$ cat src/rtl/skew_inbuf.sv
// Multi-lane input buffer: one circular FIFO per lane, with lane k pre-loaded with k*SKEW zero
// words so that lanes leave the buffer diagonally skewed, as a systolic array expects.
module skew_inbuf #(
    parameter int unsigned WORDLEN = 8,
    parameter int unsigned LANES   = 4,
    parameter int unsigned DEPTH   = 16,
    parameter int unsigned SKEW    = 1
) (
    input  logic                         clk,
    input  logic                         rstn,
    input  logic                         flush,
    input  logic                         wr_en,
    input  logic [LANES*WORDLEN-1:0]     wr_data,
    output logic                         wr_ready,
    input  logic                         rd_en,
    output logic [LANES*WORDLEN-1:0]     rd_data,
    output logic                         rd_valid,
    output logic [$clog2(DEPTH+1)-1:0]   level,
    output logic                         err_ovf,
    output logic                         err_udf
);

    localparam int unsigned PW = $clog2(DEPTH);
    localparam int unsigned CW = $clog2(DEPTH + 1);

    if (LANES < 1 || LANES > 16 || DEPTH < 2 || DEPTH > 32 ||
        (LANES - 1) * SKEW >= DEPTH) begin : g_bad_params
        $error("skew_inbuf: illegal parameter combination");
    end

    function automatic logic [PW-1:0] ptr_inc(input logic [PW-1:0] p);
        return (p == PW'(DEPTH - 1)) ? '0 : p + 1'b1;
    endfunction

    logic [LANES-1:0][WORDLEN-1:0] head_word;
    logic [CW-1:0]                 cnt_first;
    logic [CW-1:0]                 cnt_last;
    logic                          do_wr;
    logic                          do_rd;
    logic                          err_ovf_q;
    logic                          err_udf_q;

    // Lane 0 always holds the fewest words and the last lane the most, so these two counts
    // gate every lane at once.
    assign wr_ready = (cnt_last < CW'(DEPTH));
    assign rd_valid = (cnt_first != '0);
    assign do_wr    = wr_en & wr_ready;
    assign do_rd    = rd_en & rd_valid;
    assign level    = cnt_first;
    assign rd_data  = rd_valid ? head_word : '0;
    assign err_ovf  = err_ovf_q;
    assign err_udf  = err_udf_q;

    for (genvar k = 0; k < LANES; k++) begin : g_lane
        localparam int unsigned PadWords = k * SKEW;
        localparam logic [PW-1:0] TailInit = PW'(PadWords % DEPTH);
        localparam logic [CW-1:0] CntInit  = CW'(PadWords);

        logic [DEPTH-1:0][WORDLEN-1:0] mem_q;
        logic [PW-1:0]                 head_q;
        logic [PW-1:0]                 tail_q;
        logic [CW-1:0]                 cnt_q;

        // Clearing the whole array makes the padding slots read as zero after reset or flush.
        always_ff @(posedge clk or negedge rstn) begin
            if (!rstn) begin
                mem_q  <= '0;
                head_q <= '0;
                tail_q <= TailInit;
                cnt_q  <= CntInit;
            end else if (flush) begin
                mem_q  <= '0;
                head_q <= '0;
                tail_q <= TailInit;
                cnt_q  <= CntInit;
            end else begin
                if (do_wr) begin
                    mem_q[tail_q] <= wr_data[k*WORDLEN +: WORDLEN];
                    tail_q        <= ptr_inc(tail_q);
                end
                if (do_rd) begin
                    head_q <= ptr_inc(head_q);
                end
                if (do_wr && !do_rd) begin
                    cnt_q <= cnt_q + 1'b1;
                end else if (do_rd && !do_wr) begin
                    cnt_q <= cnt_q - 1'b1;
                end
            end
        end

        assign head_word[k] = mem_q[head_q];

        if (k == 0) begin : g_first
            assign cnt_first = cnt_q;
        end
        if (k == LANES - 1) begin : g_last
            assign cnt_last = cnt_q;
        end
    end

    always_ff @(posedge clk or negedge rstn) begin
        if (!rstn) begin
            err_ovf_q <= 1'b0;
            err_udf_q <= 1'b0;
        end else if (flush) begin
            err_ovf_q <= 1'b0;
            err_udf_q <= 1'b0;
        end else begin
            if (wr_en && !wr_ready) begin
                err_ovf_q <= 1'b1;
            end
            if (rd_en && !rd_valid) begin
                err_udf_q <= 1'b1;
            end
        end
    end

endmodule

$ cat config.mk
export PLATFORM = sky130hd
export DESIGN_NAME = skew_inbuf
export DESIGN_NICKNAME = d
export VERILOG_FILES = /design/src/rtl/skew_inbuf.sv
export SDC_FILE = /design/constraint.sdc
export NUM_CORES = 1
export LEC_CHECK = 0
export BUFFER_PORTS_ARGS = -buffer_cell sky130_fd_sc_hd__buf_2
export CAP_MARGIN = 20
export CORE_MARGIN = 2
export CORE_UTILIZATION = 45
export DETAILED_ROUTE_END_ITERATION = 8
export GPL_ROUTABILITY_DRIVEN = 1
export PLACE_DENSITY = 0.58
export SLEW_MARGIN = 20
export SYNTH_ARGS = -nofsm -noshare
export SYNTH_HDL_FRONTEND = slang
export SYNTH_SLANG_ARGS = --single-unit
$ cat constraint.sdc
create_clock -name clk -period 3.18 [get_ports clk]
set_input_delay 0.159 -clock clk [delete_from_list [all_inputs] [get_ports clk]]
set_output_delay 0.159 -clock clk [all_outputs]
set_load 0.05 [all_outputs]
# After elaboration in Yosys (flattened, before gate mapping)
# Cells that the tools add are included.
[word_totals] ff_bits=556 latch_bits=0 mem_bits_rw=0 rom_bits=0 inputBits=37 out_inout_bits=41 memories=0
[op_classes] add_sub_neg=12 n_mul=0 n_div=0 n_lt_le_gt_ge=13 eq_ne=8 n_shift=0 mux=63 n_bitwise=2 n_reduce_logical=18
[op_table] cell="two-way mux 128 bit" count=8
[op_table] cell="bitwise mux 128 bit" count=4
[op_table] cell="binary-select mux 8 bit (select 4 bit)" count=4
[op_table] cell="demux 8 bit (select 4 bit)" count=4
[op_table] cell="two-way mux 4 bit" count=24
[op_table] cell="two-way mux 8 bit" count=8
[op_table] cell="< comparator 4 x 5 -> 1 bit, second input constant" count=8
[op_table] cell="adder 4 x 1 -> 4 bit, second input constant" count=8
[op_table] cell="== test 4 bit, second input constant" count=8
[op_table] cell="two-way mux 32 bit" count=1
[op_table] cell="two-way mux 5 bit" count=6
[op_table] cell=">= comparator 4 x 1 -> 1 bit, second input constant" count=4
[op_table] cell="adder 5 x 1 -> 5 bit, second input constant" count=2
[op_table] cell="subtractor 5 x 1 -> 5 bit, second input constant" count=2
[op_table] cell="logical AND 1 bit" count=8
[op_table] cell="nonzero test 2 bit" count=4
[op_table] cell="< comparator 5 bit, second input constant" count=1
[op_table] cell="nonzero test 5 bit" count=1
[op_table] cell="zero test 1 bit" count=4
[op_table] cell="two-way mux 1 bit" count=4
[op_table] cell="nonzero test 3 bit" count=1
[op_table] cell="bitwise AND 1 bit" count=2

# Longest topological paths before layout
# Gate-level depths: netlist of the first run.
[depth] depth_word=7 ltp_mapped=10

# Least setup slack after synthesis of the first run
# Ideal clock, no wire load.
[synth_path] path_type="flip-flop to flip-flop" start="register g_lane[0].cnt_q[1], in the netlist level[1]" end="register g_lane[0].cnt_q[4], in the netlist level[4]" arrival_time_ps=2613 required_ps=3064 setup_slack_ps=452 stages_incl_launch_ff=9 path_buffers=1 path_cell_list="dfrtp_1 -> nor3_1 -> a31oi_1 -> clkbuf_1 -> ha_1 -> a21oi_1 -> nand2_1 -> or4_1 -> o311ai_0"
[synth_via] elab_chain_len=6 word_cells_on_any_way=11 cone_classes="add/sub: 2; mux: 3; bitwise: 1; reduce/logical: 5"
[synth_rtl] item="start, declared" line_no="62" source="logic [CW-1:0] cnt_q;"
[synth_rtl] item="start signal, assigned" line_no="70" source="cnt_q <= CntInit;"
[synth_rtl] item="start signal, assigned" line_no="75" source="cnt_q <= CntInit;"
[synth_rtl] item="start signal, assigned" line_no="85" source="cnt_q <= cnt_q + 1'b1;"
[synth_rtl] item="branches (longest 6 deep; another with subtractor 5 x 1 -> 5 bit)"
# Several ways; the timed one is not identified. The select of a mux whose other input is x is not followed.
# A chain may end at the register's enable or synchronous reset.

# Worst setup path in the final report of the first run
[layout_path] start="register g_lane[3].head_q[0]" end="output rd_data[28]"
[layout_via] elab_chain_len=3
[layout_rtl] item="start, declared" line_no="60" source="logic [PW-1:0] head_q;"
[layout_rtl] item="start signal, assigned" line_no="82" source="head_q <= ptr_inc(head_q);"
[layout_rtl] item="binary-select mux 8 bit (select 4 bit)" line_no="92" source="assign head_word[k] = mem_q[head_q];"
[layout_rtl] item="two-way mux 8 bit (implied by the code)" line_no="92"
[layout_rtl] item="two-way mux 32 bit" line_no="50" source="assign rd_data = rd_valid ? head_word : '0;"
[layout_rtl] item="end, declared" line_no="16" source="output logic [LANES*WORDLEN-1:0] rd_data,"
# No other way between the ends. The select of a mux whose other input is x is not followed.

==> summary.md, run 1 <==
| Metric | Value |
|---|---|
| Vias per cell | `6.09` |
| IO Port Bufs | `77` |
| DPL Wire Length | `49700 um` |
| CORE AREA | `60600 sq um` |
| # H-tree levels | `2` |
| Setup tns final | `0 ns` |
| Post-CTS Setup Inserts | `0` |
| Max-capacitance violation count | `0` |
| Post-Route WL | `79700 um` |
| P_leak | `13.3 nW` |
| Tcrit/Tclk final | `0.963` |
| CP endpoint kind | `output pin` |
| Peak VDD IR | `0.000512 V` |
| CTS tree | `yes` |
| Synthesized cell area | `27700 sq um` |
| Drc violations | `0` |
| CP most frequent cell | `mux4_2` |
| Die W | `252 um` |
| Clock Latency Late Sink | `0.64 ns` |
| Final Setup Violations | `0` |
| Worst slew margin | `0.416` |
| Vias | `21800` |
| Commonest non-fill, non-tap cell in the layout | `dfrtp_1` |
| Clock buffer depth | `3` |
| Syn_area_per_cell | `10.1 sq um` |
| IO Pins | `78` |
| Die Height | `252 um` |
| Root Driver | `clkbuf_16` |
| Post-Syn Instances | `2744` |
| Setup ws final | `0.117 ns` |
| Inserted Diodes | `0` |
| Critical Path Max Stage Delay | `0.57 ns` |
| Worst Path Max Fanout | `15` |
| Final nets | `2824` |
| Total power | `19.4 mW` |
| Pre-antenna DRT Iters | `6` |
| Critical path class | `reg -> out` |
| Clock transition at path regs | `0.07 ns` |
| GPL Wtd Cong | `0.848` |
| PD cells | `618 nW/um^2` |
| Worst Path Required | `3.02 ns` |
| Total GRT Usage | `0.253` |
| Primary FF master, synth | `dfrtp_1` |
| First-pass GRT wire length | `128000 um` |
| Status | `completed` |
| Initial antenna violation count | `1` |
| Worst Clk Skew | `0.0223 ns` |
| Distinct cells, synth | `45` |
| Num CTS Buffers | `60` |
| Crit path DAT | `2.90 ns` |
| Slew Viols, Final | `0` |
| Crit-path slowest cell | `dfrtp_4` |
| Asr flop ratio synth | `1.00` |
| Syn_nets | `2811` |
| RR Endpoint | `g_lane[1].mem_q[33]$_DFFE_PN0P_` |
| Largest net degree at the start of global routing | `128` |
| Dpl ws | `0.616 ns` |
| Row count | `90` |
| Number of synthesized register bits | `556` |
| Share of layout cells above drive strength 1 | `0.158` |
| Worst R2R Start | `cnt_last[4]$_DFFE_PN0P_` |
| Placed insts | `3442` |
| CTS sink count | `556` |
| Starting Density | `0.458` |
| Sequential fraction of the synthesis area | `0.502` |
| Fin cells | `3589` |
| Vias in the first global route | `21900` |
| Hold Vio Cnt, Final | `0` |
| Critical path capture point | `rd_data[28]` |
| FMAX | `326 MHz` |
| Crit path launch type | `register` |
| Crit-path cells | `buf_16 -> mux4_2 -> mux4_2 -> nor2b_1 -> buf_2` |
| R2R cell count | `5` |
| Layout Utilization | `0.517` |
| Tmin final | `3.06 ns` |
| Critical path origin | `g_lane[3].head_q[0]$_DFFE_PN0P_` |
| Worst-Margin Slew | `0.870 ns` |
| P&R area growth vs syn | `13.0%` |
| Detailed router's first-iteration violation count | `2394` |
| Post-route ant nets | `0` |
| EDFF count, synth | `0` |
| R2R Setup Slk | `0.58 ns` |
| Most frequent cells in the layout | `dfrtp_1 (546), nand2_1 (462), a21oi_1 (447)` |
| FILL cells | `5397` |
| Worst hold-check path type | `in -> reg` |
| Drt wl/cell | `22.2 um` |
| RSZ-0062 raised after global routing | `false` |
| Total gr overflow | `0` |
| Die ar. | `63600 sq um` |
| Yosys warns | `0` |
==> power breakdown <==
part / internal [mW] / switching, mW
combinational: 1.55 / 2.89
sequential: 7.37 / 0.317
clock: 4.24 / 2.99
==> layout make-up <==
class                   count  area [sq um]  area share
clock buffers              90          1760      0.0563
clock inverters            22           277     0.00882
inverters                  14          52.6     0.00168
multi-input cells        1924         12700       0.407
flip-flops and latches    556         13900       0.444
well taps                 782           978      0.0312
repair buffers            201          1600      0.0509
==> worst max-delay path: cells and delay by family (launching register included) <==
family,cells,cell delay [ns]
DFF,1,0.57
buffers and inverters,2,0.45
and+or+nand+nor,1,0.15
muxes,2,1.07
==> per-layer routing <==
layer	vias to the layer above	wire, um	global-route usage
met1	11100	34400	0.365
met3	127	5370	0.0382
met4	2	1760	0.0668
met5	-	12	0
met2	876	38100	0.404
li1	9720	-	-
==> state kept, by name, indices dropped and copies added (netlist names) <==
register and count:
level 5, err_ovf 1, cnt_last 5, g_lane.mem_q 512, g_lane.head_q 16, g_lane.tail_q 16
err_udf 1
==> kinds of logic (layout without fill, tap and decap cells) <==
family | count (synthesis) | after routing | share of synthesized area
XOR/XNOR | 13 | 13 | 0.00411
flip-flops | 556 | 556 | 0.502
multiplexers | 258 | 258 | 0.165
AO/OA/AOI/OAI | 775 | 775 | 0.143
buffers and inverters | 264 | 327 | 0.0403
AND/OR/NAND/NOR | 848 | 848 | 0.131
adder cells (fa/ha/maj) | 30 | 30 | 0.0141
==> per-stage QoR <==
| stage | cell area [sq um] | hold slack [ns] |
|---|---|---|
| final | 31300 | 0.0590 |
| after global routing | 31300 | 0.0668 |
| after CTS | 31300 | 0.0148 |
| after detailed placement | 28900 | 0.235 |
| after global placement | 28900 | 0.228 |
| after floorplan | 27700 | -0.137 |
==> cell usage after synthesis, drive strengths merged (3+ instances only) <==
| library cell | instances | area [sq um] |
|---|---|---|
| or4 | 4 | 30.0 |
| xor2 | 10 | 87.6 |
| clkbuf | 210 | 788 |
| mux2i | 97 | 971 |
| o21ai | 302 | 1510 |
| mux4 | 160 | 3600 |
| nand3b | 13 | 97.6 |
| nor2 | 156 | 586 |
| ha | 28 | 350 |
| nand4b | 9 | 78.8 |
| dfrtp | 550 | 13800 |
| nand2b | 9 | 56.3 |
| dfstp | 6 | 158 |
| xnor2 | 3 | 26.3 |
| o211ai | 5 | 42.5 |
| inv | 14 | 52.6 |
| a31oi | 4 | 25.0 |
| nor2b | 34 | 213 |
| and2 | 7 | 43.8 |
| a21oi | 447 | 2240 |
| a211o | 5 | 43.8 |
| nand3 | 144 | 721 |
| buf | 40 | 277 |
| a211oi | 3 | 22.5 |
| nand2 | 462 | 1730 |
==> how the worst min path moves through the flow <==
| stage | end | from | slack [ns] | depth (start not counted) |
|---|---|---|---|---|
| 2_1_floorplan | cnt_last[2]$_DFFE_PN0P_ | rstn | -0.14 | 0 |
| 3_3_place_gp | g_lane[2].mem_q[93]$_DFFE_PN0P_ | rstn | 0.23 | 1 |
| 3_5_place_dp | g_lane[2].mem_q[94]$_DFFE_PN0P_ | rstn | 0.24 | 1 |
| 4_1_cts | err_ovf$_DFFE_PN0P_ | wr_en | 0.01 | 3 |
| 5_1_grt | err_ovf$_DFFE_PN0P_ | wr_en | 0.07 | 3 |
| 6_report | err_ovf$_DFFE_PN0P_ | wr_en | 0.06 | 3 |
==> repair_timing <==
item / CTS / global route
resized for setup: 1 / 2
hold buffers: 34 / 0
pin swaps: 0 / 0
endpoints found under the setup margin: 4 / 9
endpoints found under the hold margin: 559 / 0
gates cloned: 0 / 1
Note: power is estimated with default switching activity, not from simulation.
==> run 2, diff against run 1 <==
--- a/config.mk
+++ b/config.mk
@@ -7,7 +7,6 @@
 export LEC_CHECK = 0
 export BUFFER_PORTS_ARGS = -buffer_cell sky130_fd_sc_hd__buf_2
 export CAP_MARGIN = 20
-export CORE_MARGIN = 2
 export CORE_UTILIZATION = 45
 export DETAILED_ROUTE_END_ITERATION = 8
 export GPL_ROUTABILITY_DRIVEN = 1
==> summary.md, run 2 (synthesis results as in run 1) <==
| Metric | Value |
|---|---|
| Status | `completed` |
| Clock buffer depth | `3` |
| CP endpoint kind | `output pin` |
| FMAX | `330 MHz` |
| Final nets | `2829` |
| Vias in the first global route | `22000` |
| Hold WS | `0.0388 ns` |
| Die ar. | `62600 sq um` |
| Detailed router's first-iteration violation count | `2117` |
| CTS sink count | `556` |
| Multi-input gate area | `12700 sq um` |
| Drt wl/cell | `22.0 um` |
| Num CTS Buffers | `61` |
| Pre-antenna DRT Iters | `5` |
| Hold endpoint | `err_ovf$_DFFE_PN0P_` |
| Reg area | `13900 sq um` |
| CTS tree | `yes` |
| Largest regs | `g_lane.mem_q x512, g_lane.head_q x16, g_lane.tail_q x16` |
| Tmin final | `3.03 ns` |
| Row count | `90` |
| Slew Viols, Final | `0` |
| Worst Path Max Fanout | `17` |
| IO Pins | `78` |
| Setup ws final | `0.150 ns` |
| GPL Wtd Cong | `0.832` |
| Clock Latency Late Sink | `0.63 ns` |
| Initial antenna violation count | `0` |
| Total GRT Usage | `0.255` |
| Clock transition at path regs | `0.06 ns` |
| R2R cell count | `5` |
| Die Height | `250 um` |
| Tcrit/Tclk final | `0.953` |
| Max FFs per register | `512` |
| Worst Clk Skew | `0.0171 ns` |
| Worst-Margin Slew | `0.884 ns` |
| Max-capacitance violation count | `0` |
| Peak VDD IR | `0.000520 V` |
| Hold Vio Cnt, Final | `0` |
| Vias | `21700` |
| CORE AREA | `60600 sq um` |
| Worst slew margin | `0.409` |
| Hold Path Cell Cnt | `3` |
| Vias per cell | `6.05` |
| Fin cells | `3590` |
| Dpl ws | `0.598 ns` |
| Hold Startpoint | `wr_en` |
| Setup tns final | `0 ns` |
| Most frequent cells in the layout | `dfrtp_1 (546), nand2_1 (462), a21oi_1 (447)` |
| Inserted Diodes | `0` |
| Worst R2R Start | `cnt_last[4]$_DFFE_PN0P_` |
| FILL cells | `5348` |
| R2R Setup Slk | `0.65 ns` |
| Worst Path Required | `3.02 ns` |
| RSZ-0062 raised after global routing | `false` |
| First-pass GRT wire length | `127000 um` |
| Root Driver | `clkbuf_16` |
| Critical path class | `reg -> out` |
| P_leak | `13.3 nW` |
| Crit path DAT | `2.87 ns` |
| Placed insts | `3443` |
| Share of layout cells above drive strength 1 | `0.158` |
| DPL Wire Length | `49300 um` |
| Drc violations | `0` |
| Worst hold-check path type | `in -> reg` |
| Starting Density | `0.458` |
| Post-route ant nets | `0` |
| Largest net degree at the start of global routing | `169` |
| P&R area growth vs syn | `13.3%` |
| # H-tree levels | `2` |
| Crit path launch type | `register` |
| Total gr overflow | `0` |
| Post-Route WL | `78900 um` |
| Most flops, register | `g_lane.mem_q` |
| Total power | `19.4 mW` |
| Die W | `250 um` |
| Commonest non-fill, non-tap cell in the layout | `dfrtp_1` |
| IO Port Bufs | `77` |
| RR Endpoint | `g_lane[2].mem_q[41]$_DFFE_PN0P_` |
| Final Setup Violations | `0` |
| PD cells | `619 nW/um^2` |
==> run 2: routing by layer <==
layer / GRT usage / wire length, um / vias to the layer above
met4: 0.0836 / 2190 / 0
met2: 0.412 / 37600 / 844
li1: - / - / 9726
met1: 0.354 / 33800 / 11000
met5: 0 / 0 / -
met3: 0.0365 / 5330 / 138
==> run 2: repair_timing <==
item,CTS,global route
resized for setup,2,0
hold endpoints to repair,549,37
buffers inserted,0,2
hold buffers,34,1
setup endpoints to repair,9,1
==> run 2: how the worst max path moves through the flow <==
stage / start / end
finish: g_lane[1].head_q[0]$_DFFE_PN0P_ / rd_data[10]
global route: g_lane[1].head_q[0]$_DFFE_PN0P_ / rd_data[9]
CTS: g_lane[2].head_q[0]$_DFFE_PN0P_ / rd_data[23]
detailed placement: g_lane[2].head_q[0]$_DFFE_PN0P_ / rd_data[23]
global placement: g_lane[2].head_q[0]$_DFFE_PN0P_ / rd_data[23]
floorplan: level[1]$_DFFE_PN0P_ / level[4]$_DFFE_PN0P_
==> run 2: metrics by stage <==
step	util	instance area, sq um
final	0.519	31400
after global routing	0.519	31400
after detailed placement	0.478	28900
after CTS	0.518	31400
after floorplan	-	27700
after global placement	0.478	28900
==> run 2: final cells by class <==
| class | count | area share |
|---|---|---|
| multi-input cells | 1924 | 0.406 |
| flip-flops and latches | 556 | 0.443 |
| clock buffers | 89 | 0.0568 |
| clock inverters | 20 | 0.00888 |
| well taps | 782 | 0.0311 |
| repair buffers | 205 | 0.0525 |
| inverters | 14 | 0.00167 |
==> run 2: critical path: stages, from the launching register on <==
cell     delay [ns]
dfrtp_4        0.64
buf_4          0.22
mux4_2         0.50
mux4_2         0.49
nor2b_1        0.16
buf_2          0.21
==> run 2: power by group <==
| group | switching (mW) | total [mW] | internal (mW) |
|---|---|---|---|
| registers | 0.308 | 7.68 | 7.37 |
| logic | 2.87 | 4.40 | 1.53 |
| clock network | 2.94 | 7.35 | 4.42 |
| total | 6.12 | 19.4 | 13.3 |
